===== src/rtl/lsu.sv =====
// Load/store unit for the multi-cycle RV32I core. Validates the access,
// runs a single valid/ready request to the data bus, and turns loads into
// extended register values and stores into byte-strobed word writes.
module lsu #(
    parameter int unsigned TIMEOUT = 255
) (
    input  logic        clk,
    input  logic        rst,
    input  logic        start,
    input  logic        is_load,
    input  logic        is_store,
    input  logic [2:0]  funct3,
    input  logic [31:0] addr,
    input  logic [31:0] store_data,
    output logic        busy,
    output logic        done,
    output logic        err,
    output logic [31:0] load_result,
    output logic        mem_valid,
    input  logic        mem_ready,
    output logic        mem_we,
    output logic [31:0] mem_addr,
    output logic [31:0] mem_wdata,
    output logic [3:0]  mem_wstrb,
    input  logic [31:0] mem_rdata
);

    typedef enum logic [1:0] {
        IDLE,
        REQ,
        DONE
    } state_t;

    // Value of the wait counter on the last REQ cycle still allowed to see ready.
    localparam logic [15:0] LAST_WAIT = 16'(TIMEOUT - 1);

    state_t      state;
    logic [15:0] wait_cnt;
    logic [1:0]  byte_off;
    logic [2:0]  width_q;

    logic        funct3_ok;
    logic        aligned;
    logic        req_ok;
    logic [31:0] lane_wdata;
    logic [3:0]  lane_wstrb;
    logic [7:0]  rd_byte;
    logic [15:0] rd_half;
    logic [31:0] rd_ext;

    // Decode the incoming request: legality, alignment and store lane layout.
    always_comb begin
        // NOTE: every output of this block gets a default first, so no path leaves one unassigned and no latch is inferred.
        funct3_ok  = 1'b0;
        aligned    = 1'b0;
        lane_wdata = store_data;
        lane_wstrb = 4'b0000;

        if (is_load) begin
            case (funct3)
                3'b000, 3'b001, 3'b010, 3'b100, 3'b101: funct3_ok = 1'b1;
                default:                                funct3_ok = 1'b0;
            endcase
        end else if (is_store) begin
            case (funct3)
                3'b000, 3'b001, 3'b010: funct3_ok = 1'b1;
                default:                funct3_ok = 1'b0;
            endcase
        end

        // funct3[1:0] encodes the access size for both loads and stores.
        case (funct3[1:0])
            2'b00: begin
                aligned    = 1'b1;
                lane_wdata = {4{store_data[7:0]}};
                lane_wstrb = 4'b0001 << addr[1:0];
            end
            2'b01: begin
                aligned    = ~addr[0];
                lane_wdata = {2{store_data[15:0]}};
                lane_wstrb = 4'b0011 << addr[1:0];
            end
            2'b10: begin
                aligned    = (addr[1:0] == 2'b00);
                lane_wdata = store_data;
                lane_wstrb = 4'b1111;
            end
            default: begin
                aligned    = 1'b0;
                lane_wdata = store_data;
                lane_wstrb = 4'b0000;
            end
        endcase

        req_ok = (is_load ^ is_store) && funct3_ok && aligned;
    end

    // Pick the addressed lane out of the read word and extend it to 32 bits.
    always_comb begin
        rd_byte = mem_rdata[7:0];
        rd_half = byte_off[1] ? mem_rdata[31:16] : mem_rdata[15:0];
        rd_ext  = mem_rdata;

        case (byte_off)
            2'd0:    rd_byte = mem_rdata[7:0];
            2'd1:    rd_byte = mem_rdata[15:8];
            2'd2:    rd_byte = mem_rdata[23:16];
            default: rd_byte = mem_rdata[31:24];
        endcase

        case (width_q)
            3'b000:  rd_ext = {{24{rd_byte[7]}}, rd_byte};
            3'b001:  rd_ext = {{16{rd_half[15]}}, rd_half};
            3'b100:  rd_ext = {24'd0, rd_byte};
            3'b101:  rd_ext = {16'd0, rd_half};
            default: rd_ext = mem_rdata;
        endcase
    end

    // Access sequencer: IDLE -> REQ -> DONE, or IDLE -> DONE on a rejected request.
    always_ff @(posedge clk) begin
        // NOTE: state is updated with non-blocking assignments so every register samples pre-edge values.
        if (rst) begin
            state       <= IDLE;
            busy        <= 1'b0;
            done        <= 1'b0;
            err         <= 1'b0;
            load_result <= 32'd0;
            mem_valid   <= 1'b0;
            mem_we      <= 1'b0;
            mem_addr    <= 32'd0;
            mem_wdata   <= 32'd0;
            mem_wstrb   <= 4'b0000;
            wait_cnt    <= 16'd0;
            byte_off    <= 2'd0;
            width_q     <= 3'd0;
        end else begin
            unique case (state)
                IDLE: begin
                    if (start) begin
                        busy <= 1'b1;
                        if (req_ok) begin
                            state     <= REQ;
                            mem_valid <= 1'b1;
                            mem_we    <= is_store;
                            mem_addr  <= {addr[31:2], 2'b00};
                            mem_wdata <= lane_wdata;
                            mem_wstrb <= is_store ? lane_wstrb : 4'b0000;
                            byte_off  <= addr[1:0];
                            width_q   <= funct3;
                            wait_cnt  <= 16'd0;
                        end else begin
                            state <= DONE;
                            done  <= 1'b1;
                            err   <= 1'b1;
                        end
                    end
                end
                REQ: begin
                    if (mem_ready) begin
                        if (!mem_we) begin
                            load_result <= rd_ext;
                        end
                        mem_valid <= 1'b0;
                        state     <= DONE;
                        done      <= 1'b1;
                        err       <= 1'b0;
                    end else if (wait_cnt == LAST_WAIT) begin
                        mem_valid <= 1'b0;
                        state     <= DONE;
                        done      <= 1'b1;
                        err       <= 1'b1;
                    end else begin
                        wait_cnt <= wait_cnt + 16'd1;
                    end
                end
                DONE: begin
                    state <= IDLE;
                    busy  <= 1'b0;
                    done  <= 1'b0;
                    err   <= 1'b0;
                end
                default: begin
                    state     <= IDLE;
                    busy      <= 1'b0;
                    done      <= 1'b0;
                    err       <= 1'b0;
                    mem_valid <= 1'b0;
                end
            endcase
        end
    end

endmodule


===== config.mk =====
export PLATFORM = sky130hd
export DESIGN_NAME = lsu
export DESIGN_NICKNAME = d
export VERILOG_FILES = /design/src/rtl/lsu.sv
export SDC_FILE = /design/constraint.sdc
export NUM_CORES = 1
export LEC_CHECK = 0
export ABC_AREA = 0
export CORE_MARGIN = 2
export CORE_UTILIZATION = 42
export DETAILED_ROUTE_END_ITERATION = 16
export PLACE_DENSITY_LB_ADDON = 0.08
export SYNTH_ARGS = -nofsm -noshare
export SYNTH_HDL_FRONTEND = slang
export SYNTH_SLANG_ARGS = --single-unit

===== constraint.sdc =====
create_clock -name clk -period 2.6 [get_ports clk]
set_input_delay 0.39 -clock clk [delete_from_list [all_inputs] [get_ports clk]]
set_output_delay 0.39 -clock clk [all_outputs]
set_load 0.01 [all_outputs]

=== Word-level counts from Yosys, hierarchy flattened ===
Cells that the tools add are included.

* Word-level logic and storage cells: 94
* Bits in latches: 0
* Memory bits (writable): 0
* Bits of input ports: 105
* Bits in read-only memories: 0
* Output and inout bits: 105
* Memories: 0
* Bits in registers: 126

* Add/sub/neg operators: 1
* Shifts and indexed selects: 2
* Mux-type cells: 35
* Div/mod/pow operators: 0
* Order comparisons: 0
* Equality and inequality tests: 20
* $mul: 0
* Bitwise gates (word level): 5
* Reduce and logical (&&, ||, !) cells: 18

{| class="wikitable"
|+ Operators with widths
! operator !! number
|-
| 32-bit one-hot mux with 4 select lines || 1
|-
| 16-bit two-way mux || 5
|-
| 32-bit one-hot mux with 2 select lines || 1
|-
| 16-bit one-hot mux with 2 select lines || 1
|-
| 8-bit one-hot mux with 3 select lines || 1
|-
| 16-bit by 1-bit adder with 16-bit output (second input constant) || 1
|-
| 16-bit by 8-bit == test with 1-bit output (second input constant) || 1
|-
| 1-bit two-way mux || 14
|-
| 3-bit == test (second input constant) || 4
|-
| 4-bit one-hot mux with 3 select lines || 1
|-
| 2-bit inequality test (second input constant) || 5
|-
| 3-bit AND reduction || 3
|-
| 2-bit zero test || 4
|-
| 2-bit two-way mux || 4
|-
| 2-bit by 1-bit == test with 1-bit output (second input constant) || 3
|-
| 2-bit == test (second input constant) || 3
|-
| 3-bit by 1-bit == test with 1-bit output (second input constant) || 2
|-
| 3-bit zero test || 2
|-
| 1-bit one-hot mux with 2 select lines || 3
|-
| 1-bit one-hot mux with 3 select lines || 2
|-
| 5-bit AND reduction || 1
|-
| 5-bit OR reduction || 1
|-
| 4-bit two-way mux || 1
|-
| 1-bit inverter || 4
|-
| 11 further kinds || 13
|}

=== Longest topological paths before layout ===
* Depth after elaboration: 10
* Gate-level depth with buffers: 8
* Depth with buffers taken out: 7

=== Worst setup path after synthesis ===
Ideal clock, no wire load.

* Path kind: reg-to-reg
* From: register wait_cnt[8]
* To: register err
* Arrival time: 2,148 ps
* Buffers on the path: 1
* Slack: 352 ps
* Stages on the path, launching flop included: 7
* Library setup time: 100 ps
* Data required time: 2,500 ps
* Cell sequence: dfxtp_1 or4_4 or4_4 buf_6 o32a_1 nor2b_4 a2111oi_4

* Longest elaborated chain between the ends: 3

{| class="wikitable"
|+ Ends and longest elaborated chain
! element !! line !! text
|-
| start, declared || 38 || <nowiki>logic [15:0] wait_cnt;</nowiki>
|-
| start signal, assigned || 174 || <nowiki>wait_cnt <= wait_cnt + 16'd1;</nowiki>
|-
| 16-bit by 8-bit == test with 1-bit output || 168 || <nowiki>end else if (wait_cnt == LAST_WAIT) begin</nowiki>
|-
| 3-bit inequality test (no line) || n/a ||
|-
| 3-bit AND reduction (no line) || n/a ||
|-
| end signal, assigned || 167 || <nowiki>err <= 1'b0;</nowiki>
|-
| end signal, assigned || 172 || <nowiki>err <= 1'b1;</nowiki>
|-
| end signal, assigned || 181 || <nowiki>err <= 1'b0;</nowiki>
|-
| end, declared || 17 || <nowiki>output logic err,</nowiki>
|}

Every way passes these cells.
A chain may end at the register's enable or synchronous reset.

=== Worst setup path in the final report ===
* From: input port funct3[2]
* To: register mem_addr[14]

* Longest elaborated chain between the ends: 8
* Elaborated cells between the ends (all ways): 14
* Those cells by class: eq/ne (4); mux (4); reduce/logical (6)

{| class="wikitable"
|+ Ends and longest elaborated chain
! element !! line !! text
|-
| start, declared || 12 || <nowiki>input logic [2:0] funct3,</nowiki>
|-
| 3-bit by 1-bit == test with 1-bit output, or another cell as far along || 60, 65 ||
|-
| 3-bit OR reduction || 65 || <nowiki>case (funct3)</nowiki>
|-
| 1-bit two-way mux || 65 ||
|-
| 1-bit two-way mux || 64 || <nowiki>end else if (is_store) begin</nowiki>
|-
| 1-bit two-way mux * || 59 || <nowiki>if (is_load) begin</nowiki>
|-
| 1-bit logical AND * (2 in a row) || 95 || <nowiki>req_ok = (is_load ^ is_store) && funct3_ok && aligned;</nowiki>
|-
| 3-bit AND reduction (no line) * || n/a ||
|-
| end signal, assigned || 146 || <nowiki>mem_addr <= {addr[31:2], 2'b00};</nowiki>
|-
| end, declared || 22 || <nowiki>output logic [31:0] mem_addr,</nowiki>
|}

Mark *: on every way between the ends. The rest lies on a longest branch, timed or not.

==> results_dict.tcl <==
set metrics [dict create \
    period_minus_slack_ns 2.32 \
    start_util_pct 42.7 \
    dp_hpwl_um 11800 \
    start_kind "input pin" \
    crit_family "simple AND/OR/NAND/NOR gates" \
    cap_violations 0 \
    timing.critical_path.mode_cell "buf_12" \
    syn_area_um2 5610 \
    p_per_area_nw_per_um2 605 \
    grt.total_usage_pct 23.8 \
    place_ws_ns -0.126 \
    pin_count 210 \
    timing.fmax_mhz 431 \
    io_buffers 207 \
    power.leakage_uw 0.00296 \
    max-vdd-ir-drop_v 0.000388 \
    grt_pass1_wl_um 27300 \
    outcome "finished, final reports clean" \
    fin_crit_sh_pct 89.3 \
    synth_ff_type "dfxtp_1" \
    wirelength_um 16700 \
    die_y_um 120 \
    hold_buffers 0 \
    ys_warn_count 0 \
    setup_ws_ns 0.279 \
    antennaDiodeCount 0 \
    drt-vias-per-instance 5.19 \
    vias 5575 \
    hold_viol_final 0 \
    setup_violations 0 \
    synthDistinctLibCells 51 \
    drc_errors 0 \
    ys_async_sr_fraction_pct 0 \
    drt_iter0_drc 403 \
    cpPeakStageDelay_ns 0.56 \
    end_kind "flip-flop" \
    worst_path_max_delay_cell "or4_1" \
    core_area_um2 13100 \
    ant_nets 0 \
    cts_buffer_depth 2 \
    fin_area_um2 8540 \
    crit_arrival_ns 2.64 \
    clock_latency_ns 0.41 \
    finalNetCount 992 \
    wl_per_cell_um 15.5 \
    die-area_um2 14300 \
    n_fill_cell 1166 \
    crit_buf_inv 3 \
    ys_seq_area_share_pct 45.0 \
    grt_max_degree 51 \
    critPathKind "input pin to flip-flop" \
    worst_pin_slew_ns 0.673 \
    num_rows 42 \
    antenna_found_initial 0 \
    rsz0062_at_grt "no" \
    first_pass_iters 5 \
    slew_violations 0 \
    drive_above_1_share_pct 8.02 \
    clock_skew_ns 0.00697 \
    clk_pin_slew_ns 0.06 \
    htreeDepth 4 \
    worstPathRequired_ns 2.92 \
    min_path_type "input pin to flip-flop" \
    post_cts_resize_count 0 \
    grt_pass1_vias 5578 \
    cts_root_buffer "clkbuf_16" \
    synth_edf_count 0 \
    synth-seq-cells 126 \
    slew_headroom_pct 55.0 \
    crit_chain "clkdlybuf4s50_1 -> or4_1 -> a221oi_1 -> and2_2 -> buf_12 -> buf_12 -> nand2_1 -> a21oi_1" \
    synth_area_per_cell_um2 8.12 \
    path_max_fanout 33 \
    final_cell_mix "clkdlybuf4s50_1, nand2_1, dfxtp_1, a21oi_1, nor2_1" \
    postCtsSetupBuffers 0 \
    numCtsBuffers 17 \
    mostFrequentLayoutCell "clkdlybuf4s50_1" \
    areaGrowthSynthToFinish_pct 52.3 \
    cts_tree "done" \
    overflow 0 \
    die_w_um 120 \
    gp_congestion 0.802 \
    cts.sinks 126 \
    placedInstanceArea_um2 7930 \
    synthCells 691 \
]
kinds of logic after synthesis:
kind of cell	Yosys count	share of synthesized area, %
simple gates	287	22.4
compound gates	161	18.1
flops	126	45.0
buf+inv	62	4.57
mux	39	7.36
xor+xnor	13	2.03
fa+ha+maj	2	0.446
other cells	1	0.0669
stage by stage:
| step | instances | hold WS [ns] | utilization, % | setup TNS (ns) | total power, uW |
|---|---|---|---|---|---|
| after detailed placement | 1042 | 0.447 | 60.4 | -1.25 | 2800 |
| after global routing | 1074 | 0.303 | 65.0 | 0 | 5370 |
| after floorplan | 692 | 0.450 | - | 0 | 2390 |
| after global placement | 1042 | 0.442 | 60.4 | 0 | 2790 |
| after CTS | 1074 | 0.292 | 65.0 | 0 | 5210 |
| final | 1074 | 0.306 | 65.0 | 0 | 5170 |
sequential cells by signal (all words and copies together), names as in the netlist:
| name | cells |
|---|---|
| busy | 1 |
| byte_off | 2 |
| done | 1 |
| err | 1 |
| load_result | 32 |
| mem_addr | 30 |
| mem_valid | 1 |
| mem_wdata | 32 |
| mem_we | 1 |
| mem_wstrb | 4 |
| state | 2 |
| wait_cnt | 16 |
| width_q | 3 |
power by group:
group	total (uW)	switching [uW]	internal, uW
registers	2060	54.6	2010
logic	696	309	388
clock network	2410	817	1590
final cells by class:
| cell class | instances | area (um^2) | area share [%] |
|---|---|---|---|
| clock inverters | 4 | 72.6 | 0.850 |
| multi-input cells | 504 | 2840 | 33.3 |
| inverters | 4 | 15.0 | 0.176 |
| clock buffers | 28 | 537 | 6.28 |
| well taps | 176 | 220 | 2.58 |
| flip-flops and latches | 126 | 2520 | 29.5 |
| repair buffers | 232 | 2330 | 27.3 |
per-layer routing:
| layer | track usage, % | vias to the layer above | share of wire, % |
|---|---|---|---|
| li1 | - | 2770 | - |
| met4 | 8.90 | 0 | 2.2 |
| met2 | 38.9 | 191 | 48 |
| met5 | 0 | - | 0 |
| met3 | 9.55 | 28 | 8.2 |
| met1 | 28.0 | 2586 | 42 |
cells in the mapped netlist, types with 7 or more instances:
cell type	count	area share, %
a211oi_1	44	5.9
a21oi_1	66	5.9
a311oi_1	9	1.4
buf_2	7	0.62
clkbuf_1	44	2.9
dfxtp_1	126	45
mux2_2	8	1.6
mux2i_1	30	5.4
nand2_1	164	11
nand2b_1	13	1.4
nand3_1	11	0.98
nand3b_1	9	1.2
nor2_1	61	4.1
o21ai_0	26	2.3
xor2_1	10	1.6
worst reg2reg max path, stage by stage (launching register included):
cell and delay [ns]:
dfxtp_1 0.33, or4_4 0.54, or4_4 0.61, o32a_1 0.34
nor2b_4 0.14, a2111oi_4 0.25
path summary, 6_finish.rpt:
| check | slack, ns | endpoint | from | cells after the start |
|---|---|---|---|---|
| setup / recovery | 0.28 | mem_addr[14]$_SDFFE_PP0P_ | funct3[2] | 8 |
| hold reg to reg | 0.45 | mem_addr[23]$_SDFFE_PP0P_ | mem_addr[23]$_SDFFE_PP0P_ | 2 |
| hold / removal | 0.31 | mem_wdata[31]$_SDFFE_PP0P_ | rst | 2 |
| setup reg to reg | 0.29 | err$_SDFFE_PP0P_ | wait_cnt[8]$_SDFFE_PP0P_ | 5 |
No activity file was read; power rests on OpenSTA's default activity.
